**src/rtl/clk_rate_pkg.sv**
```systemverilog
// Shared definitions for the clock-rate controller: rate width, default/minimum divider
// max values, FSM state encodings and small rate helpers.
// Optional feature macro: CLK_RATE_RAMP_EN (enables the ramp helper).
package clk_rate_pkg;

  localparam int unsigned RATE_W = 32;
  typedef logic [RATE_W-1:0] rate_t;

  localparam rate_t DEFAULT_MAX_C = 32'd49_999_999;
  localparam rate_t MIN_MAX_C     = 32'd1;

  localparam logic [1:0] ST_IDLE      = 2'd0;
  localparam logic [1:0] ST_WAIT_EDGE = 2'd1;
  localparam logic [1:0] ST_RAMP      = 2'd2;
  localparam logic [1:0] ST_DWELL     = 2'd3;

  // Raise a request to the floor value.
  function automatic rate_t clamp_min(input rate_t v, input rate_t lo);
    return (v < lo) ? lo : v;
  endfunction

`ifdef CLK_RATE_RAMP_EN
  // One ramp step from cur toward tgt, never overshooting; both directions avoid underflow.
  function automatic rate_t ramp_next(input rate_t cur, input rate_t tgt, input rate_t step);
    rate_t diff;
    if (tgt > cur) begin
      diff = tgt - cur;
      return (diff < step) ? tgt : cur + step;
    end else begin
      diff = cur - tgt;
      return (diff < step) ? tgt : cur - step;
    end
  endfunction
`endif

endpackage

```
**src/rtl/rise_detect.sv**
```systemverilog
// Single-clock rising-edge detector. The history register resets high so a signal that is
// already high when reset releases does not produce a pulse.
module rise_detect (
  input  logic clk_in,
  input  logic rst,
  input  logic d,
  output logic pulse
);

  logic r_prev;

  // Track the previous sample of d.
  always_ff @(posedge clk_in) begin
    if (rst) begin
      r_prev <= 1'b1;
    end else begin
      r_prev <= d;
    end
  end

  assign pulse = d & ~r_prev;

endmodule

```
**src/rtl/clk_rate_ctrl.sv**
```systemverilog
// Run-time rate controller for the flexible clock divider. Owns the divider max value and
// only changes it on a rising edge of the divided clock, holds each new rate for a number
// of divided edges, and forces the change if the divided clock stops.
// Optional feature macro: CLK_RATE_RAMP_EN (step toward the target by RAMP_STEP per edge).
module clk_rate_ctrl
  import clk_rate_pkg::*;
#(
  parameter rate_t       DEFAULT_MAX = DEFAULT_MAX_C,
  parameter rate_t       MIN_MAX     = MIN_MAX_C,
  parameter int unsigned DWELL_EDGES = 4,
  parameter rate_t       TIMEOUT_CYC = 32'd200_000_000
`ifdef CLK_RATE_RAMP_EN
  ,
  parameter rate_t       RAMP_STEP   = 32'd1_000_000
`endif
) (
  input  logic              clk_in,
  input  logic              rst,
  input  logic              req_valid,
  input  logic [RATE_W-1:0] req_max,
  output logic              req_ready,
  input  logic              div_clk,
  output logic [RATE_W-1:0] max_out,
  output logic              busy,
  output logic              applied,
  output logic              clamped,
  output logic              timeout
);

  localparam int unsigned           DWELL_W    = $clog2(DWELL_EDGES + 1);
  localparam logic [DWELL_W-1:0]    DWELL_LAST = DWELL_W'(DWELL_EDGES - 1);
  localparam rate_t                 WAIT_LAST  = TIMEOUT_CYC - 32'd1;

  logic [1:0]         r_state;
  rate_t              r_target;
  rate_t              r_max;
  rate_t              r_wait_cnt;
  logic [DWELL_W-1:0] r_dwell_cnt;
  logic               r_applied;
  logic               r_clamped;
  logic               r_timeout;

  logic  w_edge;
  rate_t w_req_target;

  rise_detect u_div_rise (
    .clk_in (clk_in),
    .rst    (rst),
    .d      (div_clk),
    .pulse  (w_edge)
  );

  assign w_req_target = clamp_min(req_max, MIN_MAX);

`ifdef CLK_RATE_RAMP_EN
  rate_t w_ramp_max;
  assign w_ramp_max = ramp_next(r_max, r_target, RAMP_STEP);
`endif

  // Rate-change FSM: accept, wait for a divided edge (or ramp), then dwell.
  always_ff @(posedge clk_in) begin
    if (rst) begin
      r_state     <= ST_IDLE;
      r_target    <= DEFAULT_MAX;
      r_max       <= DEFAULT_MAX;
      r_wait_cnt  <= '0;
      r_dwell_cnt <= '0;
      r_applied   <= 1'b0;
      r_clamped   <= 1'b0;
      r_timeout   <= 1'b0;
    end else begin
      r_applied <= 1'b0;
      case (r_state)
        ST_IDLE: begin
          if (req_valid) begin
            r_target   <= w_req_target;
            r_clamped  <= (req_max < MIN_MAX);
            r_timeout  <= 1'b0;
            r_wait_cnt <= '0;
            if (w_req_target == r_max) begin
              r_applied <= 1'b1;
            end else begin
`ifdef CLK_RATE_RAMP_EN
              r_state <= ST_RAMP;
`else
              r_state <= ST_WAIT_EDGE;
`endif
            end
          end
        end
`ifdef CLK_RATE_RAMP_EN
        ST_RAMP: begin
          // An edge takes priority over an expiring wait counter.
          if (w_edge) begin
            r_max      <= w_ramp_max;
            r_wait_cnt <= '0;
            if (w_ramp_max == r_target) begin
              r_applied   <= 1'b1;
              r_dwell_cnt <= '0;
              r_state     <= ST_DWELL;
            end
          end else if (r_wait_cnt == WAIT_LAST) begin
            r_max       <= r_target;
            r_timeout   <= 1'b1;
            r_applied   <= 1'b1;
            r_dwell_cnt <= '0;
            r_state     <= ST_DWELL;
          end else begin
            r_wait_cnt <= r_wait_cnt + 32'd1;
          end
        end
        // Unreachable in this build; recover to idle.
        ST_WAIT_EDGE: r_state <= ST_IDLE;
`else
        ST_WAIT_EDGE: begin
          // An edge takes priority over an expiring wait counter.
          if (w_edge) begin
            r_max       <= r_target;
            r_applied   <= 1'b1;
            r_dwell_cnt <= '0;
            r_state     <= ST_DWELL;
          end else if (r_wait_cnt == WAIT_LAST) begin
            r_max       <= r_target;
            r_timeout   <= 1'b1;
            r_applied   <= 1'b1;
            r_dwell_cnt <= '0;
            r_state     <= ST_DWELL;
          end else begin
            r_wait_cnt <= r_wait_cnt + 32'd1;
          end
        end
        // Unreachable in this build; recover to idle.
        ST_RAMP: r_state <= ST_IDLE;
`endif
        ST_DWELL: begin
          if (w_edge) begin
            if (r_dwell_cnt == DWELL_LAST) begin
              r_state <= ST_IDLE;
            end else begin
              r_dwell_cnt <= r_dwell_cnt + 1'b1;
            end
          end
        end
      endcase
    end
  end

  assign req_ready = (r_state == ST_IDLE);
  assign busy      = (r_state != ST_IDLE);
  assign max_out   = r_max;
  assign applied   = r_applied;
  assign clamped   = r_clamped;
  assign timeout   = r_timeout;

endmodule

```
**config.mk**
```make
export PLATFORM = sky130hd
export DESIGN_NAME = clk_rate_ctrl
export DESIGN_NICKNAME = d
export VERILOG_FILES = /design/src/rtl/clk_rate_pkg.sv /design/src/rtl/rise_detect.sv /design/src/rtl/clk_rate_ctrl.sv
export SDC_FILE = /design/constraint.sdc
export NUM_CORES = 1
export LEC_CHECK = 0
export ABC_AREA = 1
export CORE_ASPECT_RATIO = 1.75
export CORE_MARGIN = 4
export CORE_UTILIZATION = 50
export DETAILED_ROUTE_END_ITERATION = 16
export PLACE_DENSITY = 0.77
export SLEW_MARGIN = 20
export SYNTH_ARGS = -nofsm -noshare
export SYNTH_HDL_FRONTEND = slang
export SYNTH_HIERARCHICAL = 1
export SYNTH_SLANG_ARGS = --single-unit
```
**constraint.sdc**
```tcl
create_clock -name clk_in -period 3.4 [get_ports clk_in]
set_input_delay 0.34 -clock clk_in [delete_from_list [all_inputs] [get_ports clk_in]]
set_output_delay 0.34 -clock clk_in [all_outputs]
set_load 0.02 [all_outputs]
```
# Yosys cells after proc, flatten, opt, wreduce, memory -nomap -nowiden
# Cells that the tools add are included.
[op_classes]
n_addsub = 2
magnitude_cmp = 1
eq_ne = 15
mux = 28
n_bitwise = 2
reduce_logical = 11
[ops]
columns = ["cell", "count"]
rows = [
  ["$mux 32", 6],
  ["$pmux 32 s2", 1],
  ["$add 32x1->32 const B", 1],
  ["$eq 32x28->1 const B", 1],
  ["$eq 32x32->1", 1],
  ["$lt 32x1->1 const B", 1],
  ["$ne 2x2->1 const B", 7],
  ["$mux 2", 6],
  ["$mux 3", 4],
  ["$reduce_and 4->1", 3],
  ["$pmux 2 s4", 1],
  ["$reduce_bool 2->1", 4],
  ["$mux 1", 7],
  ["$pmux 3 s2", 1],
  ["$reduce_and 5->1", 1],
  ["$eq 2x2->1 const B", 2],
  ["$pmux 1 s2", 2],
  ["$reduce_and 2->1", 2],
  ["$add 3x1->3 const B", 1],
  ["$eq 3x2->1 const B", 1],
  ["$ne 3x2->1 const B", 1],
  ["$eq 2x1->1 const B", 1],
  ["$logic_not 2->1", 1],
  ["$ne 2x1->1 const B", 1],
  ["other kinds (2)", 2],
]
[word_totals]
reg_bits = 105
input_bits = 36
output_inout_bits = 37
elab_cells = 68

# Longest topological paths before layout
# Gate-level depths: netlist of the first run.
[depth]
ltp_word = 6
ltp_mapped = 13
mapped_depth_nobuf = 13

# Modules after synthesis
# Netlist of the first run, hierarchy kept.
[modules_own_cells]
columns = ["module", "instances", "cells_per_inst", "area_each_um2", "seq_area_each_um2"]
rows = [
  ["clk_rate_ctrl", 1, 739, 5277.6, 2082.0],
  ["rise_detect", 1, 5, 37.5, 20.0],
]

# Least setup slack after synthesis of the first run
# No wires, ideal clock.
[synth_path]
path_type = "reg-to-reg"
start = "reg r_wait_cnt[0]"
end = "reg r_max[16] (netlist: max_out[16])"
setup_time_ns = 0.139
arrival_time_ns = 1.656
required_ns = 3.261
path_slack_ns = 1.605
path_stages_with_launch = 12
path_buffers = 1
synth_period_minus_slack_ns = 1.795
path_cell_list = "dfxtp_1 > ha_1 > inv_2 > nor2_4 > nand2_2 > nor3_2 > nand2_2 > nand2_2 > nand2_4 > clkbuf_1 > nor2_1 > a211oi_2"
[synth_between]
elab_chain_cells = 3
[synth_lines]
columns = ["item", "line", "text"]
rows = [
  ["from (decl)", "clk_rate_ctrl.sv:37", "rate_t r_wait_cnt;"],
  ["from (signal assigned)", "clk_rate_ctrl.sv:129", "r_wait_cnt <= r_wait_cnt + 32'd1;"],
  ["$eq 32x28->1", "clk_rate_ctrl.sv:122", "end else if (r_wait_cnt == WAIT_LAST) begin"],
  ["$reduce_bool 2->1 (no line)", "--", ""],
  ["$reduce_and 2->1 (no line)", "--", ""],
  ["to (signal assigned)", "clk_rate_ctrl.sv:118", "r_max <= r_target;"],
  ["to (signal assigned)", "clk_rate_ctrl.sv:123", "r_max <= r_target;"],
  ["to (decl)", "clk_rate_ctrl.sv:36", "rate_t r_max;"],
]
# Every way passes these cells.
# A chain may end at the register's enable or synchronous reset.

# Worst setup path in the final report of the first run
[layout_path]
start = "reg r_wait_cnt[0]"
end = "reg r_max[12] (netlist: max_out[12])"
# The elaborated chain is that of the path after synthesis.

==> results.txt, run 1 <==
Die Ht - 144 µm
setup_tns - 0 ns
Gate Count Post-Synth - 744
worst path arrival time - 2.79 ns
Synth cell types - 41
RSZ-0062 raised after global routing - no
Post-Syn Area - 5320 µm²
largest family of logic cells by synthesized area - simple AND/OR/NAND/NOR gates
Seq/Total Area, Yosys - 39.5%
CTS tree - built
most common cell after layout, fill and taps aside - nand2_1
I/O pin cnt - 73
die width - 85.9 µm
layout cells sized above 1 - 12.1%
setup repair bufs after CTS - 0
nets - 845
first-pass GRT wire length - 24300 µm
die area - 12400 µm²
routability cong. - 0.948
largest net degree at the start of global routing - 40
final period utilization - 75.6%
post-synthesis mux area share - 0%
Initial DRT Pass Iterations - 5
Reg2Reg Launch Point - r_wait_cnt[0]
most frequent cells in the layout - nand2_1, dfxtp_1, nor2_1
post-layout minimum cycle time - 2.57 ns
core footprint - 10400 µm²
Placed Area - 6070 µm²
antenna-violating nets left - 0
post-synthesis net count - 783
maximum vdd drop - 0.281 mV
compound-gate portion of the synthesized area - 13.9%
status - finished clean
crit-path max FO - 34
hold_sp - rst
Worst R2R Path Depth - 11
via count - 5214
Initial Utilization - 51.3%
Post-Synth Simple-Gate Area - 32.4%
Max Clock Skew - 0.00752 ns
critical path required time - 3.62 ns
pins over their slew limit - 0
CP Capture Point - max_out[12]
# Max-Cap Violations - 0
GR Util All Layers - 25.1%
number of CTS-inserted buffers - 9
WS Path Type - reg -> reg
Synth Area in Adders - 0.706%
drt total wl - 15300 µm
CTS sink count - 105
FF-to-FF End - max_out[12]
hold_ws - 0.332 ns
Clock Pin Slew Worst Setup and Hold Paths - 0.07 ns
Mean Syn Cell Area - 7.14 µm²
Initial DRC Count - 306
drt wl/cell - 16.3 µm
Pwr Density - 410 nW/µm²
fill cell count - 955
fmax - 389 MHz
Setup-failing EPs final - 0
origin of the worst setup path - r_wait_cnt[0]
Post-CTS Hold Fix Bufs - 0
clk_lat worst skew - 0.35 ns
DR vias/cell - 5.56
htree depth - 3
max_slew headroom - 42.7%
DP HPWL - 11400 µm
dpl cells - 922
DRC - 0
Synth Area in XOR/XNOR - 4.28%
Post-Layout Cell Count - 938
ANT cells - 0
grt ovf - 0
initial antenna violation count - 0
R2R Setup Slk - 0.83 ns
Port Buffers - 72
synthesis-to-layout area growth - 19.8%
final hold violation count - 0
synth warn - 6
vias in the first global route - 5314
Worst setup EP type - flip-flop
CTS resizes - 0
Design Area, Final - 6370 µm²
Yosys reg bits - 105
# rows - 49
Worst Tran Pin Value - 0.859 ns
crit path launch type - flip-flop
Hold Crit Class - in -> reg
CTS Buffer Depth - 2
Clock Root Buffer - clkbuf_16
Leakage - 2.45 nW
-- synthesized netlist by cell type (all sizes together) --
master	count	area [µm²]
o21ai	38	194
nor4	9	71.3
nand4	19	119
nor3	22	125
clkinv	3	17.5
xor2	23	201
nand3b	1	7.51
or2	7	43.8
ha	3	37.5
dfxtp	105	2100
o22ai	7	43.8
nor2	91	369
inv	87	327
buf	14	106
a21oi	65	393
o22a	3	26.3
a211oi	5	62.6
xnor2	3	26.3
o2111ai	1	8.76
nand2	189	790
a22o	1	8.76
nand3	37	190
nor3b	1	7.51
clkbuf	10	37.5
-- critical path, cell delays in order (launching register included) --
cell	delay, ns
dfxtp_1	0.35
ha_1	0.25
inv_2	0.11
nor2_4	0.06
nand2_2	0.12
nor3_2	0.07
nand2_2	0.10
nand2_2	0.08
nand2_4	0.33
clkinv_2	0.58
a21oi_1	0.28
o21ai_0	0.10
-- kinds of logic (layout without fill, tap and decap cells) --
logic type,Yosys count,in the layout
AOI/OAI and AO/OA,120,120
xor gates and xnor gates,26,26
adders and majority gates,3,3
buffers and inverters,114,181
DFF,105,105
and+or+nand+nor,376,376
-- report_power, final --
group          internal, W  switching [W]
Combinational     0.000105       0.000179
Clock             0.000535       0.000499
Sequential         0.00127      0.0000259
Total              0.00191       0.000704
-- worst min path at each step --
| stage | to | slack, ns | cells after the start |
|---|---|---|---|
| 6_report | max_out[7] | 0.33 | 2 |
| 5_1_grt | max_out[7] | 0.34 | 2 |
| 4_1_cts | max_out[7] | 0.33 | 2 |
| 3_5_place_dp | max_out[25] | 0.44 | 2 |
| 3_3_place_gp | max_out[19] | 0.44 | 2 |
| 2_1_floorplan | r_target[10] | 0.43 | 2 |
-- stage by stage --
stage / setup WS (ns) / total power (W) / utilization, %
final: 0.831 / 0.00261 / 61.5
after global routing: 0.628 / 0.00270 / 61.5
after CTS: 0.886 / 0.00262 / 61.5
after detailed placement: 0.881 / 0.00160 / 58.6
after global placement: 0.967 / 0.00159 / 58.6
after floorplan: 1.60 / 0.00149 / -
-- flip-flops by register name, summed over array words and instances (netlist names) --
register and cells:
u_div_rise/r_prev 1, r_state 2, applied 1, r_dwell_cnt 3, r_wait_cnt 32, r_target 32, timeout 1, max_out 32
clamped 1
-- layer usage --
| layer | track usage, % | wire, µm | vias to the layer above |
|---|---|---|---|
| met5 | 0 | 0 | - |
| met4 | 18.7 | 942 | 0 |
| met3 | 2.91 | 698 | 62 |
| met2 | 46.9 | 8200 | 213 |
| met1 | 24.7 | 5420 | 2410 |
| li1 | - | - | 2529 |
-- area by class of cell --
| cell class | count | area [µm²] | share of cell area (%) |
|---|---|---|---|
| clock buffers | 10 | 239 | 3.75 |
| clock inverters | 6 | 62.6 | 0.982 |
| inverters | 90 | 344 | 5.40 |
| multi-input cells | 525 | 2730 | 42.8 |
| flip-flops and latches | 105 | 2100 | 33.0 |
| well taps | 127 | 159 | 2.49 |
| repair buffers | 75 | 738 | 11.6 |
(Power assumes the default switching activity.)
==> run 2, diff against run 1 <==
PLACE_DENSITY = 0.8   (was 0.77)
clock period = 2.3 ns   (was 3.4 ns; I/O delays follow)
==> run 2 against run 1 <==
Net effect:
- utilization is 1.8 points higher
- via count up 0.88%
- sequential power grew 48%
- final area increased by 3.0%
- maximum frequency up 19%
- final cell count rose by 2.2%
- clock skew is 0.0039 ns higher
- combinational power grew 62%
- die area unchanged
- clock-buffer cell count down 1
- sequential share of layout area is 0.95 points lower
- critical path type unchanged
- largest power group unchanged
==> results.txt, run 2 (synthesis gave the netlist of run 1 again) <==
final period utilization - 94.1% (+19 points)
CTS Buffer Depth - 2 (unchanged)
# Max-Cap Violations - 0 (unchanged)
grt ovf - 0 (unchanged)
ANT cells - 0 (unchanged)
DR vias/cell - 5.48 (-1.3%)
core footprint - 10400 µm² (unchanged)
antenna-violating nets left - 0 (unchanged)
Pwr Density - 593 nW/µm² (+45%)
setup_tns - 0 ns (unchanged)
number of CTS-inserted buffers - 9 (unchanged)
Initial DRC Count - 336 (+9.8%)
synthesis-to-layout area growth - 23.4%
post-layout minimum cycle time - 2.16 ns (-0.405 ns)
met3 Use GR - 4.05% (+1.1 points)
Core Util, Final - 63.3% (+1.8 points)
RSZ-0062 raised after global routing - no
Initial DRT Pass Iterations - 5 (unchanged)
I/O pin cnt - 73 (unchanged)
drt total wl - 16200 µm (+6.1%)
Max Clock Skew - 0.0114 ns (+0.00393 ns)
PnR worst setup slack - 0.135 ns (-0.695 ns)
Place WS - 0.160 ns (-0.722 ns)
DP HPWL - 12300 µm (+7.4%)
multi-input logic area - 2730 µm² (unchanged)
Initial Utilization - 51.3% (unchanged)
die width - 85.9 µm (unchanged)
Hold Crit Class - in -> reg
clk_lat worst skew - 0.35 ns (about the same)
Clock Root Buffer - clkbuf_16
fill cell count - 933 (-2.3%)
routability cong. - 0.933 (-1.6%)
htree depth - 3 (unchanged)
met2 Use GR - 50.1% (+3.2 points)
nets - 867 (+2.6%)
Worst setup EP type - flip-flop
Worst Tran Pin Value - 0.615 ns (-0.244 ns)
status - finished clean
CTS resizes - 0 (unchanged)
Setup-failing EPs final - 0 (unchanged)
drt wl/cell - 16.9 µm (+3.7%)
via count - 5260 (+0.88%)
largest net degree at the start of global routing - 40 (unchanged)
# rows - 49 (unchanged)
most common cell after layout, fill and taps aside - nand2_1
max_slew headroom - 59.0% (+16 points)
gr busiest metal - met2
initial antenna violation count - 0 (unchanged)
maximum vdd drop - 0.519 mV (+85%)
crit-path max FO - 11 (-68%)
Post-CTS Hold Fix Bufs - 0 (unchanged)
Placed Area - 6270 µm² (+3.3%)
critical path required time - 2.54 ns (-1.08 ns)
setup repair bufs after CTS - 0 (unchanged)
layout cells sized above 1 - 14.3% (+2.2 points)
Clock Pin Slew Worst Setup and Hold Paths - 0.08 ns (about the same)
Reg area - 2100 µm² (unchanged)
Die Ht - 144 µm (unchanged)
most frequent cells in the layout - nand2_1, dfxtp_1, nor2_1
vias in the first global route - 5307 (-0.13%)
crit path launch type - flip-flop
first-pass GRT wire length - 25600 µm (+5.2%)
fmax - 462 MHz (+19%)
GRT met1 Usage - 25.9% (+1.2 points)
Leakage - 2.57 nW (+4.8%)
die area - 12400 µm² (unchanged)
DRC - 0 (unchanged)
GR Util All Layers - 26.4% (+1.3 points)
hold_ws - 0.196 ns (-0.136 ns)
final hold violation count - 0 (unchanged)
CTS tree - built
worst path arrival time - 2.41 ns (-0.38 ns)
pins over their slew limit - 0 (unchanged)
WS Path Type - reg -> reg
Design Area, Final - 6560 µm² (+3.0%)
CTS sink count - 105 (unchanged)
Port Buffers - 72 (unchanged)
==> run 2: cell types whose count changed in the layout (fill, tap and decap cells not counted) <==
| cell | previous run | this run |
|---|---|---|
| clkbuf_8 | 1 | 0 |
| inv_6 | 1 | 2 |
| buf_12 | 0 | 3 |
| clkinv_4 | 4 | 3 |
| buf_4 | 3 | 22 |
==> run 2: cell type report <==
| type | count | share of cell area (%) |
|---|---|---|
| clock buffers | 9 | 3.43 |
| inverters | 90 | 5.25 |
| flip-flops and latches | 105 | 32.0 |
| multi-input cells | 525 | 41.5 |
| repair buffers | 97 | 14.3 |
| well taps | 127 | 2.42 |
| clock inverters | 6 | 0.954 |
==> run 2: per-layer routing <==
metal | vias to the layer above | share of wire [%] | wire length, µm
li1 | 2570 | - | -
met1 | 2441 | 36 | 5820
met2 | 192 | 54 | 8750
met3 | 57 | 4.2 | 682
met4 | 0 | 5.8 | 940
met5 | - | 0 | 0
==> run 2: critical path, cell delays in order, from the launching register on <==
cell	delay [ns]
dfxtp_1	0.40
ha_1	0.25
inv_2	0.08
nor2_4	0.16
nand2_2	0.11
nor3_2	0.22
nand2_2	0.12
nand2_2	0.10
nand2_4	0.11
buf_4	0.21
nand2_1	0.06
inv_1	0.04
o21ai_0	0.14
a21oi_1	0.05
==> run 2: worst paths after layout <==
kind                      start              to  slack [ns]  cells after the start
setup / recovery  r_wait_cnt[0]  r_wait_cnt[22]        0.14                     13
hold / removal              rst         applied        0.20                      2
setup reg to reg  r_wait_cnt[0]  r_wait_cnt[22]        0.14                     13
hold reg to reg         timeout         timeout        0.46                      2
==> run 2: report_power, final <==
group          switching [W]  leakage (nW)  internal, W  total (W)
sequential         0.0000382         0.854      0.00187    0.00191
clock               0.000758         0.141     0.000759    0.00152
combinational       0.000276          1.57     0.000187   0.000463
total                0.00107          2.57      0.00282    0.00389
==> run 2: stage by stage <==
| step | total power, W | instances |
|---|---|---|
| detailed placement | 0.00241 | 944 |
| global route | 0.00402 | 959 |
| CTS | 0.00390 | 959 |
| finish | 0.00389 | 959 |
| floorplan | 0.00220 | 744 |
| global placement | 0.00240 | 944 |
==> run 3, diff against run 2 <==
CORE_MARGIN = 2   (was 4)
==> run 3 against run 2 <==
Net effect:
- final area fell by 0.27%
- setup slack gained 0.013 ns
- sequential cell count stayed put
- die area down 7.3%
- non-clock buffer count fell by 6
- power grew 1.9%
- clock-buffer cell count did not move
- sequential power about the same
- hold slack worse by 0.020 ns
- global-route usage is 1.5 points higher
- largest power group unchanged
==> results.txt, run 3 (synthesis gave the netlist of run 1 again) <==
slowest cell on the critical path - dfxtp_1
Hold Crit Class - in -> reg
Initial DRC Count - 342 (+1.8%)
switching share of total power - 26.6% (-1.0 points)
Worst path most repeated cell - nand2_2
most frequent cells in the layout - nand2_1, dfxtp_1, nor2_1
clk_lat worst skew - 0.35 ns (about the same)
setup_tns - 0 ns (unchanged)
vias in the first global route - 5344 (+0.70%)
synthesis-to-layout area growth - 23.1%
Worst setup EP type - flip-flop
Psw - 0.00105 W (-1.8%)
WS Path Type - reg -> reg
I/O pin cnt - 73 (unchanged)
Setup-failing EPs final - 0 (unchanged)
DR vias/cell - 5.56 (+1.3%)
critical path required time - 2.53 ns (about the same)
Pwr Density - 606 nW/µm² (+2.1%)
worst path arrival time - 2.38 ns (-0.03 ns)
# rows - 49 (unchanged)
routability cong. - 1.00 (+7.5%)
nets - 862 (-0.58%)
most common cell after layout, fill and taps aside - nand2_1
number of CTS-inserted buffers - 9 (unchanged)
DRC - 0 (unchanged)
post-layout minimum cycle time - 2.15 ns (-0.0127 ns)
Post-Layout Cell Count - 955 (-0.42%)
Critical Path, Cell by Cell - ha_1, inv_2, nor2_4, nand2_2, nor3_2, nand2_2, nand2_2, nand2_8, clkinv_8, nor2_1, o21ai_0, nor2_1
fmax - 465 MHz (+0.59%)
Comb pwr share - 11.3% (-0.6 points)
Clock Root Buffer - clkbuf_16
Initial Utilization - 51.6% (+0.31 points)
Leakage - 2.54 nW (-0.85%)
pins over their slew limit - 0 (unchanged)
initial antenna violation count - 0 (unchanged)
drt total wl - 15600 µm (-3.6%)
maximum vdd drop - 0.587 mV (+13%)
max_slew headroom - 44.4% (-15 points)
grt ovf - 0 (unchanged)
Clock power frac - 40.5% (+1.5 points)
first-pass GRT wire length - 24700 µm (-3.4%)
CP max stage delay - 0.40 ns (about the same)
crit path launch type - flip-flop
CTS Buffer Depth - 2 (unchanged)
Die Ht - 140 µm (-2.8%)
CTS sink count - 105 (unchanged)
Initial DRT Pass Iterations - 5 (unchanged)
htree depth - 3 (unchanged)
antenna-violating nets left - 0 (unchanged)
core footprint - 10300 µm² (-0.59%)
Clock Pin Slew Worst Setup and Hold Paths - 0.07 ns (about the same)
CTS tree - built
layout cells sized above 1 - 13.9% (-0.41 points)
largest net degree at the start of global routing - 33 (-18%)
DP HPWL - 11700 µm (-5.0%)
drt wl/cell - 16.4 µm (-3.1%)
setup repair bufs after CTS - 0 (unchanged)
final hold violation count - 0 (unchanged)
dpl cells - 938 (-0.64%)
via count - 5307 (+0.89%)
Post-CTS Hold Fix Bufs - 0 (unchanged)
Cell Int Power - 0.00291 W (+3.3%)
crit-path max FO - 19 (+8)
CTS resizes - 0 (unchanged)
status - finished clean
GR Util All Layers - 27.9% (+1.5 points)
Max Clock Skew - 0.00807 ns (-0.00338 ns)
final period utilization - 93.6% (-0.55 points)
hold_ws - 0.176 ns (-0.0195 ns)
Flop pwr share - 48.2% (-0.9 points)
ANT cells - 0 (unchanged)
Worst Tran Pin Value - 0.833 ns (+0.218 ns)
Port Buffers - 72 (unchanged)
die width - 81.9 µm (-4.7%)
# Max-Cap Violations - 0 (unchanged)
die area - 11500 µm² (-7.3%)
run 3: cell types whose count changed in the layout (fill, tap and decap cells not counted), sizes merged:
cell	change
buf	-6
clkinvlp	+1
bufinv	+1
run 3: final cells by class:
type,instances,area [µm²]
fill,895,3760
multi-input combinational,525,2730
sequential,105,2100
timing repair buffer,91,875
inverter,90,352
clock buffer,9,225
tap,127,159
clock inverter,7,86.3
timing repair inverter,1,8.76
run 3: worst paths after layout:
| check | from | end | slack, ns | depth (start not counted) |
|---|---|---|---|---|
| min reg2reg | r_dwell_cnt[2] | r_dwell_cnt[2] | 0.46 | 2 |
| min | rst | r_dwell_cnt[1] | 0.18 | 2 |
| max | r_wait_cnt[0] | r_wait_cnt[8] | 0.15 | 12 |
| max reg2reg | r_wait_cnt[0] | r_wait_cnt[8] | 0.15 | 12 |
run 3: routing by layer:
metal	track usage (%)	wire, µm	part of all wire (%)	vias to the layer above
met2	50.0	8180	52	218
li1	-	-	-	2564
met1	27.7	5600	36	2454
met3	3.87	671	4.3	71
met4	20.6	1160	7.4	0
met5	0	0	0	-
run 3: through the flow:
step                      instance area, µm²  setup WS, ns  utilization (%)  total power (W)
after detailed placement                6200        0.0953             60.2          0.00238
after CTS                               6510        0.0747             63.2          0.00396
after global routing                    6540       -0.0207             63.5          0.00409
after floorplan                         5320         0.505                -          0.00220
final                                   6540         0.148             63.5          0.00396
after global placement                  6200         0.193             60.2          0.00236
run 3: power groups by stage:
stage          combinational (W)  clock (W)  sequential (W)
5_1_grt                 0.000482    0.00169         0.00191
6_report                0.000449    0.00160         0.00191
3_3_place_gp            0.000417          0         0.00195
2_1_floorplan           0.000244          0         0.00196
3_5_place_dp            0.000429          0         0.00195
4_1_cts                 0.000431    0.00162         0.00191
run 3: worst max-delay path: cells and delay by family, from the launching register on:
family	cells	cell delay, ns
buffers and inverters	2	0.20
AO/OA/AOI/OAI	1	0.18
AND/OR/NAND/NOR	8	1.01
flip-flops	1	0.40
adder cells (fa/ha/maj)	1	0.24
